--- src/rtl/ctrl_pkg.sv ---
// ctrl_pkg: shared encodings for the multicycle RISC-V control unit.
// Holds the FSM state enum, the supported opcodes, the datapath mux-select
// encodings (ResultSrc, ALUSrcA, ALUSrcB) and the ALUOp / ALUControl codes.
package ctrl_pkg;

  typedef enum logic [3:0] {
    S_FETCH    = 4'd0,
    S_DECODE   = 4'd1,
    S_MEMADR   = 4'd2,
    S_MEMREAD  = 4'd3,
    S_MEMWB    = 4'd4,
    S_MEMWRITE = 4'd5,
    S_EXECUTER = 4'd6,
    S_EXECUTEI = 4'd7,
    S_ALUWB    = 4'd8,
    S_BEQ      = 4'd9,
    S_JAL      = 4'd10
  } state_t;

  // Supported opcodes
  localparam logic [6:0] OP_LW    = 7'b0000011;
  localparam logic [6:0] OP_SW    = 7'b0100011;
  localparam logic [6:0] OP_RTYPE = 7'b0110011;
  localparam logic [6:0] OP_IALU  = 7'b0010011;
  localparam logic [6:0] OP_BEQ   = 7'b1100011;
  localparam logic [6:0] OP_JAL   = 7'b1101111;

  // ResultSrc
  localparam logic [1:0] RES_ALUOUT    = 2'b00;
  localparam logic [1:0] RES_DATA      = 2'b01;
  localparam logic [1:0] RES_ALURESULT = 2'b10;

  // ALUSrcA
  localparam logic [1:0] SRCA_PC    = 2'b00;
  localparam logic [1:0] SRCA_OLDPC = 2'b01;
  localparam logic [1:0] SRCA_RS1   = 2'b10;

  // ALUSrcB
  localparam logic [1:0] SRCB_RS2   = 2'b00;
  localparam logic [1:0] SRCB_IMM   = 2'b01;
  localparam logic [1:0] SRCB_FOUR  = 2'b10;

  // ALUOp (internal, FSM to ALU decoder)
  localparam logic [1:0] ALUOP_ADD   = 2'b00;
  localparam logic [1:0] ALUOP_SUB   = 2'b01;
  localparam logic [1:0] ALUOP_FUNCT = 2'b10;

  // ALUControl
  localparam logic [2:0] ALU_ADD = 3'b000;
  localparam logic [2:0] ALU_SUB = 3'b001;
  localparam logic [2:0] ALU_AND = 3'b010;
  localparam logic [2:0] ALU_OR  = 3'b011;
  localparam logic [2:0] ALU_SLT = 3'b101;

endpackage

--- src/rtl/alu_decoder.sv ---
// alu_decoder: purely combinational mapping from the FSM's ALUOp plus the
// instruction fields to the ALU operation code.
// Ports:
//   alu_op      in  2  00 add, 01 sub, 10 decode funct3
//   funct3      in  3  instruction funct3
//   funct7_5    in  1  instruction funct7[5]
//   op_5        in  1  instruction opcode[5] (1 = R-type, 0 = I-type ALU)
//   alu_control out 3  ALU operation
module alu_decoder
  import ctrl_pkg::*;
(
  input  logic [1:0] alu_op,
  input  logic [2:0] funct3,
  input  logic       funct7_5,
  input  logic       op_5,
  output logic [2:0] alu_control
);

  always_comb begin
    alu_control = ALU_ADD;
    case (alu_op)
      ALUOP_ADD: alu_control = ALU_ADD;
      ALUOP_SUB: alu_control = ALU_SUB;
      ALUOP_FUNCT: begin
        case (funct3)
          // Only R-type has a sub; addi with imm[10]=1 must still add.
          3'b000:  alu_control = (funct7_5 & op_5) ? ALU_SUB : ALU_ADD;
          3'b010:  alu_control = ALU_SLT;
          3'b110:  alu_control = ALU_OR;
          3'b111:  alu_control = ALU_AND;
          default: alu_control = ALU_ADD;
        endcase
      end
      default: alu_control = ALU_ADD;
    endcase
  end

endmodule

--- src/rtl/multicycle_control.sv ---
// multicycle_control: Moore FSM sequencing fetch/decode/execute/memory/
// writeback for the multicycle RISC-V core, driving every datapath enable
// and mux select.
// Ports:
//   clk, reset          clock (rising edge), asynchronous active-high reset
//   opcode/funct3/funct7 instruction register fields (only funct7[5] used)
//   zero                ALU zero flag, qualifies the beq PC write
//   mem_ready           unified memory access complete
//   IRwrite, PCwrite, AdrSrc, MemWrite, RegWrite   datapath enables/selects
//   ResultSrc, ALUSrcA, ALUSrcB, ALUControl        datapath mux/ALU codes
//   illegal_instr       one-cycle pulse in DECODE for an unsupported opcode
//
// Memory handshake: the control unit holds its request (address select and,
// for stores, MemWrite) steady in FETCH, MEMREAD and MEMWRITE; an access
// completes in the cycle mem_ready is high, and the FSM leaves that state on
// the following edge. mem_ready is ignored in every other state.
module multicycle_control
  import ctrl_pkg::*;
(
  input  logic       clk,
  input  logic       reset,
  input  logic [6:0] opcode,
  input  logic [2:0] funct3,
  input  logic [6:0] funct7,
  input  logic       zero,
  input  logic       mem_ready,
  output logic       IRwrite,
  output logic       PCwrite,
  output logic       AdrSrc,
  output logic       MemWrite,
  output logic       RegWrite,
  output logic [1:0] ResultSrc,
  output logic [1:0] ALUSrcA,
  output logic [1:0] ALUSrcB,
  output logic [2:0] ALUControl,
  output logic       illegal_instr
);

  state_t     state_q, state_d;
  logic [1:0] alu_op;
  logic       pc_update;
  logic       branch;

  always_ff @(posedge clk or posedge reset) begin
    if (reset) state_q <= S_FETCH;
    else       state_q <= state_d;
  end

  always_comb begin
    state_d       = state_q;
    IRwrite       = 1'b0;
    pc_update     = 1'b0;
    branch        = 1'b0;
    AdrSrc        = 1'b0;
    MemWrite      = 1'b0;
    RegWrite      = 1'b0;
    ResultSrc     = RES_ALUOUT;
    ALUSrcA       = SRCA_PC;
    ALUSrcB       = SRCB_RS2;
    alu_op        = ALUOP_ADD;
    illegal_instr = 1'b0;
    case (state_q)
      S_FETCH: begin
        // PC + 4 is computed and written alongside the IR load.
        ALUSrcB   = SRCB_FOUR;
        ResultSrc = RES_ALURESULT;
        IRwrite   = mem_ready;
        pc_update = mem_ready;
        if (mem_ready) state_d = S_DECODE;
      end
      S_DECODE: begin
        // OldPC + imm: branch/jump target, latched into ALUOut.
        ALUSrcA = SRCA_OLDPC;
        ALUSrcB = SRCB_IMM;
        case (opcode)
          OP_LW, OP_SW: state_d = S_MEMADR;
          OP_RTYPE:     state_d = S_EXECUTER;
          OP_IALU:      state_d = S_EXECUTEI;
          OP_BEQ:       state_d = S_BEQ;
          OP_JAL:       state_d = S_JAL;
          default: begin
            illegal_instr = 1'b1;
            state_d       = S_FETCH;
          end
        endcase
      end
      S_MEMADR: begin
        ALUSrcA = SRCA_RS1;
        ALUSrcB = SRCB_IMM;
        state_d = (opcode == OP_LW) ? S_MEMREAD : S_MEMWRITE;
      end
      S_MEMREAD: begin
        AdrSrc = 1'b1;
        if (mem_ready) state_d = S_MEMWB;
      end
      S_MEMWB: begin
        ResultSrc = RES_DATA;
        RegWrite  = 1'b1;
        state_d   = S_FETCH;
      end
      S_MEMWRITE: begin
        AdrSrc   = 1'b1;
        MemWrite = 1'b1;
        if (mem_ready) state_d = S_FETCH;
      end
      S_EXECUTER: begin
        ALUSrcA = SRCA_RS1;
        ALUSrcB = SRCB_RS2;
        alu_op  = ALUOP_FUNCT;
        state_d = S_ALUWB;
      end
      S_EXECUTEI: begin
        ALUSrcA = SRCA_RS1;
        ALUSrcB = SRCB_IMM;
        alu_op  = ALUOP_FUNCT;
        state_d = S_ALUWB;
      end
      S_ALUWB: begin
        RegWrite = 1'b1;
        state_d  = S_FETCH;
      end
      S_BEQ: begin
        ALUSrcA = SRCA_RS1;
        ALUSrcB = SRCB_RS2;
        alu_op  = ALUOP_SUB;
        branch  = 1'b1;
        state_d = S_FETCH;
      end
      S_JAL: begin
        // PC <- target held in ALUOut; ALU forms OldPC + 4 for rd.
        ALUSrcA   = SRCA_OLDPC;
        ALUSrcB   = SRCB_FOUR;
        pc_update = 1'b1;
        state_d   = S_ALUWB;
      end
      default: state_d = S_FETCH;
    endcase
  end

  assign PCwrite = pc_update | (branch & zero);

  alu_decoder u_alu_decoder (
    .alu_op      (alu_op),
    .funct3      (funct3),
    .funct7_5    (funct7[5]),
    .op_5        (opcode[5]),
    .alu_control (ALUControl)
  );

endmodule

--- config.mk ---
export PLATFORM = sky130hd
export DESIGN_NAME = multicycle_control
export DESIGN_NICKNAME = d
export VERILOG_FILES = /design/src/rtl/ctrl_pkg.sv /design/src/rtl/alu_decoder.sv /design/src/rtl/multicycle_control.sv
export SDC_FILE = /design/constraint.sdc
export NUM_CORES = 1
export LEC_CHECK = 0
export ABC_CLOCK_PERIOD_IN_PS = 4840
export CORE_UTILIZATION = 38
export CTS_BUF_LIST = sky130_fd_sc_hd__clkbuf_16
export CTS_CLUSTER_DIAMETER = 120
export DETAILED_ROUTE_END_ITERATION = 12
export HOLD_SLACK_MARGIN = 0.15
export PLACE_DENSITY = 0.83
export RECOVER_POWER = 50
export SLEW_MARGIN = 0
export SYNTH_ARGS = -nofsm -noshare
export SYNTH_HDL_FRONTEND = slang
export SYNTH_SLANG_ARGS = --single-unit
--- constraint.sdc ---
create_clock -name clk -period 4.84 [get_ports clk]
set_input_delay 0.726 -clock clk [delete_from_list [all_inputs] [get_ports clk]]
set_output_delay 0.726 -clock clk [all_outputs]
set_load 0.01 [all_outputs]
== Yosys cells after proc, flatten, opt, wreduce, memory -nomap -nowiden ==
Cells that the tools add are included.
Widths: inputs -> output; s select.

* Register bits: 4
* Latch bits: 0
* Bits in writable memories: 0
* Bits in read-only memories: 0
* Input bits: 21
* Memories: 0

* Add/subtract/negate cells: 0
* Bitwise gates (word level): 3
* $mul: 0
* Equality and inequality tests: 24
* Reductions and logical operators: 13
* Div/mod/pow operators: 0
* Shift operators: 0
* Multiplexer cells: 21
* $lt $le $gt $ge: 0

{| class="wikitable"
|+ Operators with widths
! cell !! number
|-
| $pmux 4 s6 || 1
|-
| $pmux 4 s5 || 1
|-
| $eq 4x3->1 const B || 4
|-
| $pmux 2 s2 || 4
|-
| $eq 7x6->1 const B || 2
|-
| $eq 7x7->1 const B || 2
|-
| $eq 4x4->1 const B || 3
|-
| $mux 4 || 3
|-
| $pmux 3 s4 || 1
|-
| $reduce_or 2->1 || 6
|-
| $eq 4x2->1 const B || 2
|-
| $mux 1 || 8
|-
| $eq 7x2->1 const B || 1
|-
| $eq 7x5->1 const B || 1
|-
| $eq 3x3->1 const B || 2
|-
| $ne 2x2->1 const B || 3
|-
| $pmux 3 s2 || 1
|-
| $reduce_or 3->1 || 2
|-
| $reduce_or 6->1 || 1
|-
| $eq 4x1->1 const B || 1
|-
| $logic_not 4->1 || 1
|-
| $reduce_or 4->1 || 1
|-
| $eq 3x2->1 const B || 1
|-
| $logic_not 3->1 || 1
|-
| 7 further kinds || 8
|}

== Longest topological paths before layout ==
Gate-level depths: netlist of the first run.

* Depth in word-level cells: 5
* Gate-level depth with buffers: 7
* Gate-level depth less buffers: 6

== Cells and area by module ==
A second synthesis of the first run with hierarchy kept.

* Cells, all modules: 87
* Area, all modules: 686.9 µm²

{| class="wikitable"
|+ By module, submodules not included
! module !! cells each !! times used !! area each (µm²)
|-
| multicycle_control || 76 || 1 || 590.6
|-
| alu_decoder || 11 || 1 || 96.3
|}

== Worst setup path after synthesis of the first run ==
OpenSTA, ideal clock, no wires.

* Path kind: reg2out
* Start: register state_q[1]
* End: output ALUControl[2]
* Data arrival time: 1,627 ps
* Stages on the path, launching flop included: 7
* Required time: 4,114 ps
* Slack: 2,487 ps
* Cell sequence: dfrtp_1 > buf_2 > nor2b_1 > and2_1 > inv_1 > ha_1 > nor4_1

* Longest elaborated chain between the ends: 5

{| class="wikitable"
|+ RTL lines
! element !! RTL line !! RTL
|-
| start: declaration || multicycle_control.sv:39 || <nowiki>state_t state_q, state_d;</nowiki>
|-
| start signal: assignment || multicycle_control.sv:46 || <nowiki>else state_q <= state_d;</nowiki>
|-
| $eq 4x3->1 || multicycle_control.sv:62 || <nowiki>case (state_q)</nowiki>
|-
| $reduce_or 2->1 (no line) || - ||
|-
| $pmux 2 s2 * || multicycle_control.sv:62 ||
|-
| $eq 2x2->1 or $eq 2x1->1 (tied branches) || alu_decoder.sv:21 || <nowiki>case (alu_op)</nowiki>
|-
| $pmux 3 s2 * || alu_decoder.sv:21 ||
|-
| end: declaration || multicycle_control.sv:35 || <nowiki>output logic [2:0] ALUControl,</nowiki>
|}

Mark *: on every way between the ends. The rest lies on a longest branch, timed or not.

== Worst setup path after layout of the first run ==
* Start: input opcode[4]
* End: output illegal_instr

* Longest elaborated chain between the ends: 4

{| class="wikitable"
|+ RTL lines
! element !! RTL line !! RTL
|-
| start: declaration || multicycle_control.sv:22 || <nowiki>input logic [6:0] opcode,</nowiki>
|-
| $eq 7x2->1, or another cell as far along || multicycle_control.sv:75 || <nowiki>case (opcode)</nowiki>
|-
| $reduce_or 6->1 (no line) * || - ||
|-
| $mux 1 * || multicycle_control.sv:75 ||
|-
| $mux 1 * || multicycle_control.sv:62 ||
|-
| end: declaration || multicycle_control.sv:36 || <nowiki>output logic illegal_instr</nowiki>
|}

Marked as above.

==> results of run 1 <==
[per-stage QoR]
stage / cells / utilization (%) / total power, µW
global placement: 125 / 63.9 / 94.8
global route: 128 / 69.5 / 236
detailed placement: 125 / 63.9 / 96.4
floorplan: 85 / - / 63.6
finish: 128 / 69.5 / 226
CTS: 128 / 69.5 / 227
[metal layers]
layer | GRT usage [%] | share of wire [%] | vias up
li1 | - | - | 362
met1 | 25.9 | 43 | 322
met2 | 41.3 | 48 | 28
met3 | 7.78 | 5.6 | 9
met4 | 13.3 | 3.4 | 0
met5 | 0 | 0 | -
[worst min path at each step]
stage / depth (start not counted) / end / start / slack, ps
global placement: 1 / state_q[0] / state_q[3] / 730
finish: 1 / state_q[0] / state_q[3] / 740
global route: 1 / state_q[0] / state_q[3] / 800
CTS: 2 / state_q[2] / reset / 700
detailed placement: 1 / state_q[0] / state_q[3] / 740
floorplan: 1 / state_q[0] / reset / 490
[cell usage after synthesis, types with 2 or more instances]
| cell | count | area (µm²) |
|---|---|---|
| nor4_1 | 4 | 25.0 |
| o21ai_0 | 3 | 15.0 |
| nor2_1 | 13 | 48.8 |
| dfrtp_1 | 4 | 100 |
| nor2b_1 | 3 | 18.8 |
| inv_1 | 7 | 26.3 |
| nand3_1 | 5 | 25.0 |
| ha_1 | 2 | 25.0 |
| mux2i_1 | 2 | 20.0 |
| and2_1 | 3 | 18.8 |
| a21oi_1 | 5 | 25.0 |
| nand2b_1 | 3 | 18.8 |
| nor3_1 | 4 | 20.0 |
| buf_2 | 2 | 10.0 |
| nand2_1 | 6 | 22.5 |
| a31oi_1 | 2 | 12.5 |
[report_power, final]
part | leakage (µW) | switching [µW] | internal [µW] | total (µW)
clock | 0.0000370 | 24.9 | 106 | 131
combinational | 0.000307 | 23.4 | 32.0 | 55.4
sequential | 0.0000542 | 4.79 | 34.9 | 39.7
total | 0.000398 | 53.0 | 173 | 226
[layout by cell type, fill, tap and decap left out, types with 2 or more instances in the layout]
cell type and n:
clkdlybuf4s50_1 23, nor2_1 13, inv_1 7, nand2_1 6, dlygate4sd3_1 6, nand3_1 5, a21oi_1 5, nor4_1 4
nor3_1 4, dfrtp_1 4, nand2b_1 3, o21ai_0 3, nor2b_1 3, clkbuf_16 3, mux2i_1 2, and2_1 2
a31oi_1 2, ha_1 2
[cell type report]
class | instances | area, µm² | area share, %
Timing Repair Buffer | 29 | 290 | 31.3
Clock buffer | 3 | 75.1 | 8.10
Inverter | 7 | 26.3 | 2.83
Tap cell | 15 | 18.8 | 2.02
Sequential cell | 4 | 100 | 10.8
Multi-Input combinational cell | 70 | 417 | 44.9
[cell families after synthesis]
logic type               synth area share [%]
buffers and inverters                    7.81
flip-flops                               17.9
AO/OA/AOI/OAI                            21.2
XOR/XNOR                                 3.13
AND/OR/NAND/NOR                          42.0
adder cells (fa/ha/maj)                  4.46
multiplexers                             3.57
==> results_dict.tcl, run 1 <==
set metrics [dict create \
    cellPowerDensity_nw_per_um2 243 \
    seq_area_frac_synth_pct 17.9 \
    outcome "completed" \
    cp.required_ps 4110 \
    synthesis.yosys.warnings 0 \
    syn_inst 85 \
    hpwlAfterDp_mm 1.18 \
    drt_first_iter_violations 26 \
    drc 0 \
    final_max_slew_viol_count 0 \
    grtUsageTotal_pct 24.2 \
    clk_lat_worst_skew_ps 230 \
    syn2layout_area_growth_pct 65.4 \
    vias_per_cell 5.63 \
    drt_first_pass_iters 4 \
    wl_per_cell_um 12.0 \
    mappedNetlistArea_um2 561 \
    max_reg_flops 4 \
    critical_path.top_delay_family "buffers and inverters" \
    die_height_um 40.4 \
    synth_ff_type "dfrtp_1" \
    synth-edff-count 0 \
    max_cap_viol_count 0 \
    crit_start "opcode[4]" \
    r2r_cells 4 \
    layout_worst_path_cycle_share_pct 67.5 \
    clock_path_buffers 2 \
    initial_core_util_pct 42.0 \
    via_count_of_the_first_global_routing_pass 635 \
    initial_antenna_violation_count 0 \
    timing.critical_path.cells "dlygate4sd3_1, nand3b_1, nor2_1, o21ai_0, nor4b_1, clkdlybuf4s50_1" \
    ys_ff_latch 4 \
    cp.arrival_ps 2540 \
    detailroute.via_count 721 \
    layout_top_registers "state_q x4" \
    detailed_place.area_um2 852 \
    critical_path_cell_count 6 \
    final_nets 138 \
    r2r-start "state_q[2]" \
    final.setup.worst_slack_ps 1580 \
    cts_num_sinks 4 \
    whs_ps 741 \
    achievable-frequency_ghz 0.306 \
    clock_tree.htree_level_count 1 \
    buffer_ports.inserted 29 \
    ys_async_sr_fraction_pct 100 \
    preCtsSetupSlack_ps 1650 \
    totalWireLength_mm 1.54 \
    top_register "state_q" \
    minimum_clock_period_ps 3260 \
    timing.hold.worst.class "flop to flop" \
    die_w_um 40.4 \
    slew_headroom_pct 70.8 \
    worst_slew_pin_slew_ps 438 \
    timing.critical_path.slowest_cell_delay_ps 600 \
    insertedDiodeCount 0 \
    rsz0062_at_grt "no" \
    num_rows 13 \
    detail-route-antenna-nets 0 \
    final_design_area_no_fill_um2 927 \
    slowest_cp_cell "dlygate4sd3_1" \
    clock_tree_from_tritoncts "yes" \
    crit_buf_inv 2 \
    regToRegSetupSlack_ps 3330 \
    cts.repair_timing.setup_buffer_count 0 \
    die_area_um2 1630 \
    clock-root-buffer "clkbuf_16" \
    critical_path_class "input port to output port" \
    ctsHoldBuffers 0 \
    globalplace.congestion 0.825 \
    post_cts_resized 0 \
    core-area_um2 1330 \
    crit_end "illegal_instr" \
    number_of_hold_slack_violations_in_the_final_timing_report 0 \
    netlist-cell-type-count 33 \
    worst-path-max-fanout 5 \
    worstReg2RegEnd "state_q[0]" \
    critical_path.endpoint_type "output port" \
    synth_area_per_cell_um2 6.59 \
    final.fill_count 108 \
    number_of_nets_produced_by_synthesis 108 \
    cts-buffers-inserted 3 \
    setup_viol 0 \
    tns_ps 0 \
    vdd_drop_max_uv 164 \
    worst_setup_path_start_kind "input port" \
    grt_overflow_total 0 \
    leakagePower_uw 0.000398 \
    clk_pin_slew_ps 30 \
    fraction_of_final_layout_cells_with_drive_strength_greater_than_1_pct 4.42 \
    grt_pass1_wl_mm 2.59 \
    finClkSkew_ps 1.48 \
    grt_start_max_net_pins 16 \
    io_pins 36 \
]
(Power assumes the default switching activity.)
==> inputs of run 2 (changes only) <==
ABC_CLOCK_PERIOD_IN_PS = 3100   (was 4840)
CORE_UTILIZATION = 35   (was 38)
PLACE_DENSITY = 0.78   (was 0.83)
clock period = 3.1 ns   (was 4.84 ns; I/O delays follow)
==> run 2 against run 1 <==
Effect of this change: global-route usage is 4.1 points lower; via count up 0.55%; largest power group unchanged; utilization down 6.9 points; critical endpoint is now ALUControl[2]; cell area rose by 1.8%; routed wire length increased by 3.6%; register-to-register slack lost 1800 ps; final cell count rose by 2.3%.
==> results_dict.tcl, run 2 (synthesis results as in run 1) <==
set metrics [dict create \
    clock_tree.htree_level_count 1 \
    grt_use_met3_pct 6.03 \
    power_report.internal_total_uw 269 \
    timing.hold.worst.class "input port to asynchronous set/reset pin" \
    swShare_pct 22.8 \
    ctsHoldBuffers 0 \
    drt_first_iter_violations 11 \
    core-area_um2 1510 \
    io_pins 36 \
    totalWireLength_mm 1.59 \
    vdd_drop_max_uv 321 \
    final.setup.worst_slack_ps 296 \
    cts-buffers-inserted 3 \
    grt_pass1_wl_mm 2.68 \
    buffer_ports.inserted 29 \
    grtUsageTotal_pct 20.1 \
    critical_path.endpoint_type "output port" \
    layout_top_registers "state_q x4" \
    final_max_slew_viol_count 0 \
    fraction_of_final_layout_cells_with_drive_strength_greater_than_1_pct 6.09 \
    finClkSkew_ps 1.02 \
    outcome "completed" \
    timing.critical_path.slowest_cell_delay_ps 580 \
    leakagePower_uw 0.000407 \
    commonest_non_fill_non_tap_cells_in_the_layout "clkdlybuf4s50_1 (23), nor2_1 (13), inv_1 (7)" \
    drt_first_pass_iters 4 \
    worst_setup_path_start_kind "flop" \
    combinationalPowerShare_pct 24.7 \
    globalplace.congestion 0.820 \
    top_register "state_q" \
    preCtsSetupSlack_ps 443 \
    detailroute.via_count 725 \
    critical_path_class "flop to output port" \
    num_rows 14 \
    cts_num_sinks 4 \
    clk_pin_slew_ps 30 \
    hpwlAfterDp_mm 1.22 \
    setup_viol 0 \
    layout_worst_path_cycle_share_pct 90.5 \
    insertedDiodeCount 0 \
    cp.arrival_ps 2340 \
    post_cts_resized 0 \
    clkPwrFrac_pct 57.6 \
    final_common_cell "clkdlybuf4s50_1" \
    wl_per_cell_um 12.2 \
    cellPowerDensity_nw_per_um2 370 \
    crit_buf_inv 2 \
    cts.repair_timing.setup_buffer_count 0 \
    tns_ps 0 \
    clock_tree_from_tritoncts "yes" \
    initial_antenna_violation_count 0 \
    cp.required_ps 2630 \
    die_area_um2 1770 \
    global_routing_met2_resource_utilization_pct 32.8 \
    globalRoute.busiestLayer "met2" \
    clock_path_buffers 2 \
    minimum_clock_period_ps 2800 \
    vias_per_cell 5.53 \
    via_count_of_the_first_global_routing_pass 650 \
    drc 0 \
    max_reg_flops 4 \
    rsz0062_at_grt "no" \
    final_nets 140 \
    share_seq_of_total_power_pct 17.7 \
    met1_usage_pct 22.8 \
    slowest_cp_cell "clkdlybuf4s50_1" \
    number_of_hold_slack_violations_in_the_final_timing_report 0 \
    critical_path.top_delay_family "simple AND/OR/NAND/NOR gates" \
    final.fill_count 146 \
    slew_headroom_pct 71.7 \
    detail-route-antenna-nets 0 \
    clk_lat_worst_skew_ps 220 \
    worst_slew_pin_slew_ps 425 \
    max_cap_viol_count 0 \
    achievable-frequency_ghz 0.357 \
    worst-path-max-fanout 7 \
    die_height_um 42.0 \
    power_switching_uw 79.6 \
    grt_start_max_net_pins 15 \
    initial_core_util_pct 37.2 \
    grt_overflow_total 0 \
    timing.critical_path.cells "nor2b_1, and2_1, inv_1, ha_1, nor4_1, clkdlybuf4s50_1" \
    syn2layout_area_growth_pct 68.3 \
    clock-root-buffer "clkbuf_16" \
    die_w_um 42.0 \
]
-- run 2: power groups by stage --
| stage | registers [µW] | logic, µW | clock network, µW |
|---|---|---|---|
| 2_1_floorplan | 57.0 | 42.3 | 0 |
| 3_3_place_gp | 62.0 | 86.6 | 0 |
| 3_5_place_dp | 62.1 | 88.1 | 0 |
| 4_1_cts | 61.6 | 88.5 | 202 |
| 5_1_grt | 62.8 | 93.9 | 210 |
| 6_report | 61.8 | 86.1 | 201 |
-- run 2: final cells by class --
class	instances	area (µm²)	share of cell area, %
Clock buffer	3	75.1	7.96
Inverter	7	26.3	2.79
Timing Repair Buffer	31	305	32.4
Multi-Input combinational cell	70	417	44.2
Tap cell	16	20.0	2.12
Sequential cell	4	100	10.6
-- run 2: through the flow --
step	std cells	hold slack, ps	utilization (%)	total power, µW	cell area [µm²]
3_5_place_dp	128	674	57.6	150	868
6_report	131	574	62.6	349	943
5_1_grt	131	595	62.6	366	943
2_1_floorplan	85	231	-	99.3	561
3_3_place_gp	128	650	57.6	149	868
4_1_cts	131	447	62.6	352	943
-- run 2: per-layer routing --
metal / vias up / share of wire [%]
met4: 0 / 2.5
met3: 5 / 4.8
met5: - / 0
met1: 329 / 44
met2: 26 / 48
li1: 365 / -
-- run 2: final timing paths --
kind                       startpoint            end  slack (ps)  depth (start not counted)
hold reg to reg            state_q[1]     state_q[2]         750                          2
setup / recovery           state_q[1]  ALUControl[2]         300                          6
hold / removal                  reset     state_q[0]         570                          2
max in group asynchronous       reset     state_q[3]        2380                          2
setup reg to reg           state_q[2]     state_q[0]        1560                          4
min in group clk           state_q[1]     state_q[2]         750                          2
-- run 2: worst register-to-register path, stage by stage, from the launching register on --
cell,delay (ps)
dfrtp_1,520
nor2_1,190
nand3_1,130
or4_1,460
a21oi_1,150
==> inputs of run 3 (changes only) <==
CORE_MARGIN = 2   (was unset)
==> run 3 against run 2 <==
Effect of this change: largest power group unchanged; hold slack worse by 18 ps; cell area is 0.40% lower; clock power hardly changed; highest routed layer unchanged; critical path type unchanged; register-to-register slack better by 30 ps; non-clock buffer count stayed put; combinational power is 1% higher.
==> results_dict.tcl, run 3 (synthesis results as in run 1) <==
set metrics [dict create \
    globalRoute.busiestLayer "met2" \
    totalWireLength_mm 1.61 \
    regToRegSetupSlack_ps 1590 \
    vias_per_cell 5.50 \
    achievable-frequency_ghz 0.347 \
    minimum_clock_period_ps 2880 \
    drt_first_pass_iters 4 \
    timing.critical_path.slowest_cell_delay_ps 600 \
    global_routing_met2_resource_utilization_pct 34.1 \
    clk_pin_slew_ps 30 \
    detailroute.via_count 721 \
    tns_ps 0 \
    drt_first_iter_violations 15 \
    wl_per_cell_um 12.3 \
    grt_overflow_total 0 \
    layout_worst_path_cycle_share_pct 92.8 \
    final_max_slew_viol_count 0 \
    cp.arrival_ps 2410 \
    number_of_hold_slack_violations_in_the_final_timing_report 0 \
    clock_path_buffers 2 \
    via_count_of_the_first_global_routing_pass 690 \
    cp.required_ps 2630 \
    clock_tree.htree_level_count 1 \
    globalplace.congestion 0.838 \
    final_nets 140 \
    timing.critical_path.cells "nor2b_1, and2_1, inv_1, ha_1, nor4_1, clkdlybuf4s50_1" \
    r2r-start "state_q[2]" \
    r2r_cells 4 \
    initial_antenna_violation_count 0 \
    cts.repair_timing.setup_buffer_count 0 \
    vdd_drop_max_uv 317 \
    die_height_um 44.0 \
    num_rows 14 \
    worst_slew_pin_slew_ps 414 \
    max_reg_flops 4 \
    clk_lat_worst_skew_ps 220 \
    buffer_ports.inserted 29 \
    timing.hold.worst.class "input port to asynchronous set/reset pin" \
    cellPowerDensity_nw_per_um2 372 \
    rsz0062_at_grt "no" \
    dp_cells 128 \
    critical_path_class "flop to output port" \
    outcome "completed" \
    layout_top_registers "state_q x4" \
    cts-buffers-inserted 3 \
    grtUsageTotal_pct 19.2 \
    grt_start_max_net_pins 15 \
    final_common_cell "clkdlybuf4s50_1" \
    worst_setup_path_start_kind "flop" \
    top_register "state_q" \
    hpwlAfterDp_mm 1.20 \
    initial_core_util_pct 37.2 \
    ctsHoldBuffers 0 \
    cts_num_sinks 4 \
    insertedDiodeCount 0 \
    fraction_of_final_layout_cells_with_drive_strength_greater_than_1_pct 5.22 \
    stdcell_count 131 \
    finish.utilization_pct 62.4 \
    critical_path.endpoint_type "output port" \
    slowest_cp_cell "clkdlybuf4s50_1" \
    detail-route-antenna-nets 0 \
    clock-root-buffer "clkbuf_16" \
    leakagePower_uw 0.000401 \
    finClkSkew_ps 0.604 \
    die_area_um2 1940 \
    die_w_um 44.0 \
    core-area_um2 1510 \
    setup_viol 0 \
    grt_use_met3_pct 4.90 \
    met1_usage_pct 21.8 \
    slew_headroom_pct 72.4 \
    drc 0 \
    post_cts_resized 0 \
    commonest_non_fill_non_tap_cells_in_the_layout "clkdlybuf4s50_1 (24), nor2_1 (13), inv_1 (7)" \
    syn2layout_area_growth_pct 67.6 \
    max_cap_viol_count 0 \
    grt_pass1_wl_mm 2.86 \
    worst-path-max-fanout 7 \
    io_pins 36 \
    clock_tree_from_tritoncts "yes" \
    worstReg2RegEnd "state_q[0]" \
]
-- run 3: changes by cell type in the layout (fill, tap and decap cells not counted), sizes merged --
cell / delta
buf: -1
clkbuf: +1
clkdlybuf4s50: +1
dlygate4sd3: -1
-- run 3: where the power goes --
part	total [µW]	switching, µW	internal [µW]
Clock	201	36.4	165
Combinational	87.0	36.7	50.3
Sequential	61.7	7.08	54.6
Total	350	80.2	270
-- run 3: worst max path at each step --
| stage | from | to | slack (ps) | cells after the start |
|---|---|---|---|---|
| global placement | opcode[4] | illegal_instr | 410 | 6 |
| CTS | state_q[1] | ALUControl[2] | 290 | 6 |
| detailed placement | opcode[4] | illegal_instr | 430 | 6 |
| finish | state_q[1] | ALUControl[2] | 220 | 6 |
| global route | state_q[1] | ALUControl[2] | 50 | 6 |
| floorplan | state_q[1] | ALUControl[2] | 1010 | 6 |
-- run 3: metal layers --
layer | routed length [µm] | up-vias
met1 | 682 | 321
met2 | 791 | 33
li1 | - | 363
met5 | 0 | -
met4 | 17 | 0
met3 | 119 | 4
-- run 3: critical path: cells and delay by family, from the launching register on --
family	cells	cell delay, ps
flops	1	470
fa+ha+maj	1	290
simple gates	3	760
buf+inv	2	660
-- run 3: stage by stage --
stage	setup slack (ps)	instance area, µm²	power (µW)	hold slack (ps)
finish	222	940	350	556
global route	49.5	940	366	572
CTS	286	943	352	425
detailed placement	430	868	150	658
global placement	415	868	149	649
floorplan	1010	561	99.3	231
-- run 3: cell type report --
type	instances	area, µm²
Timing Repair Buffer	31	302
Fill cell	136	567
Clock buffer	3	75.1
Sequential cell	4	100
Tap cell	16	20.0
Multi-Input combinational cell	70	417
Inverter	7	26.3
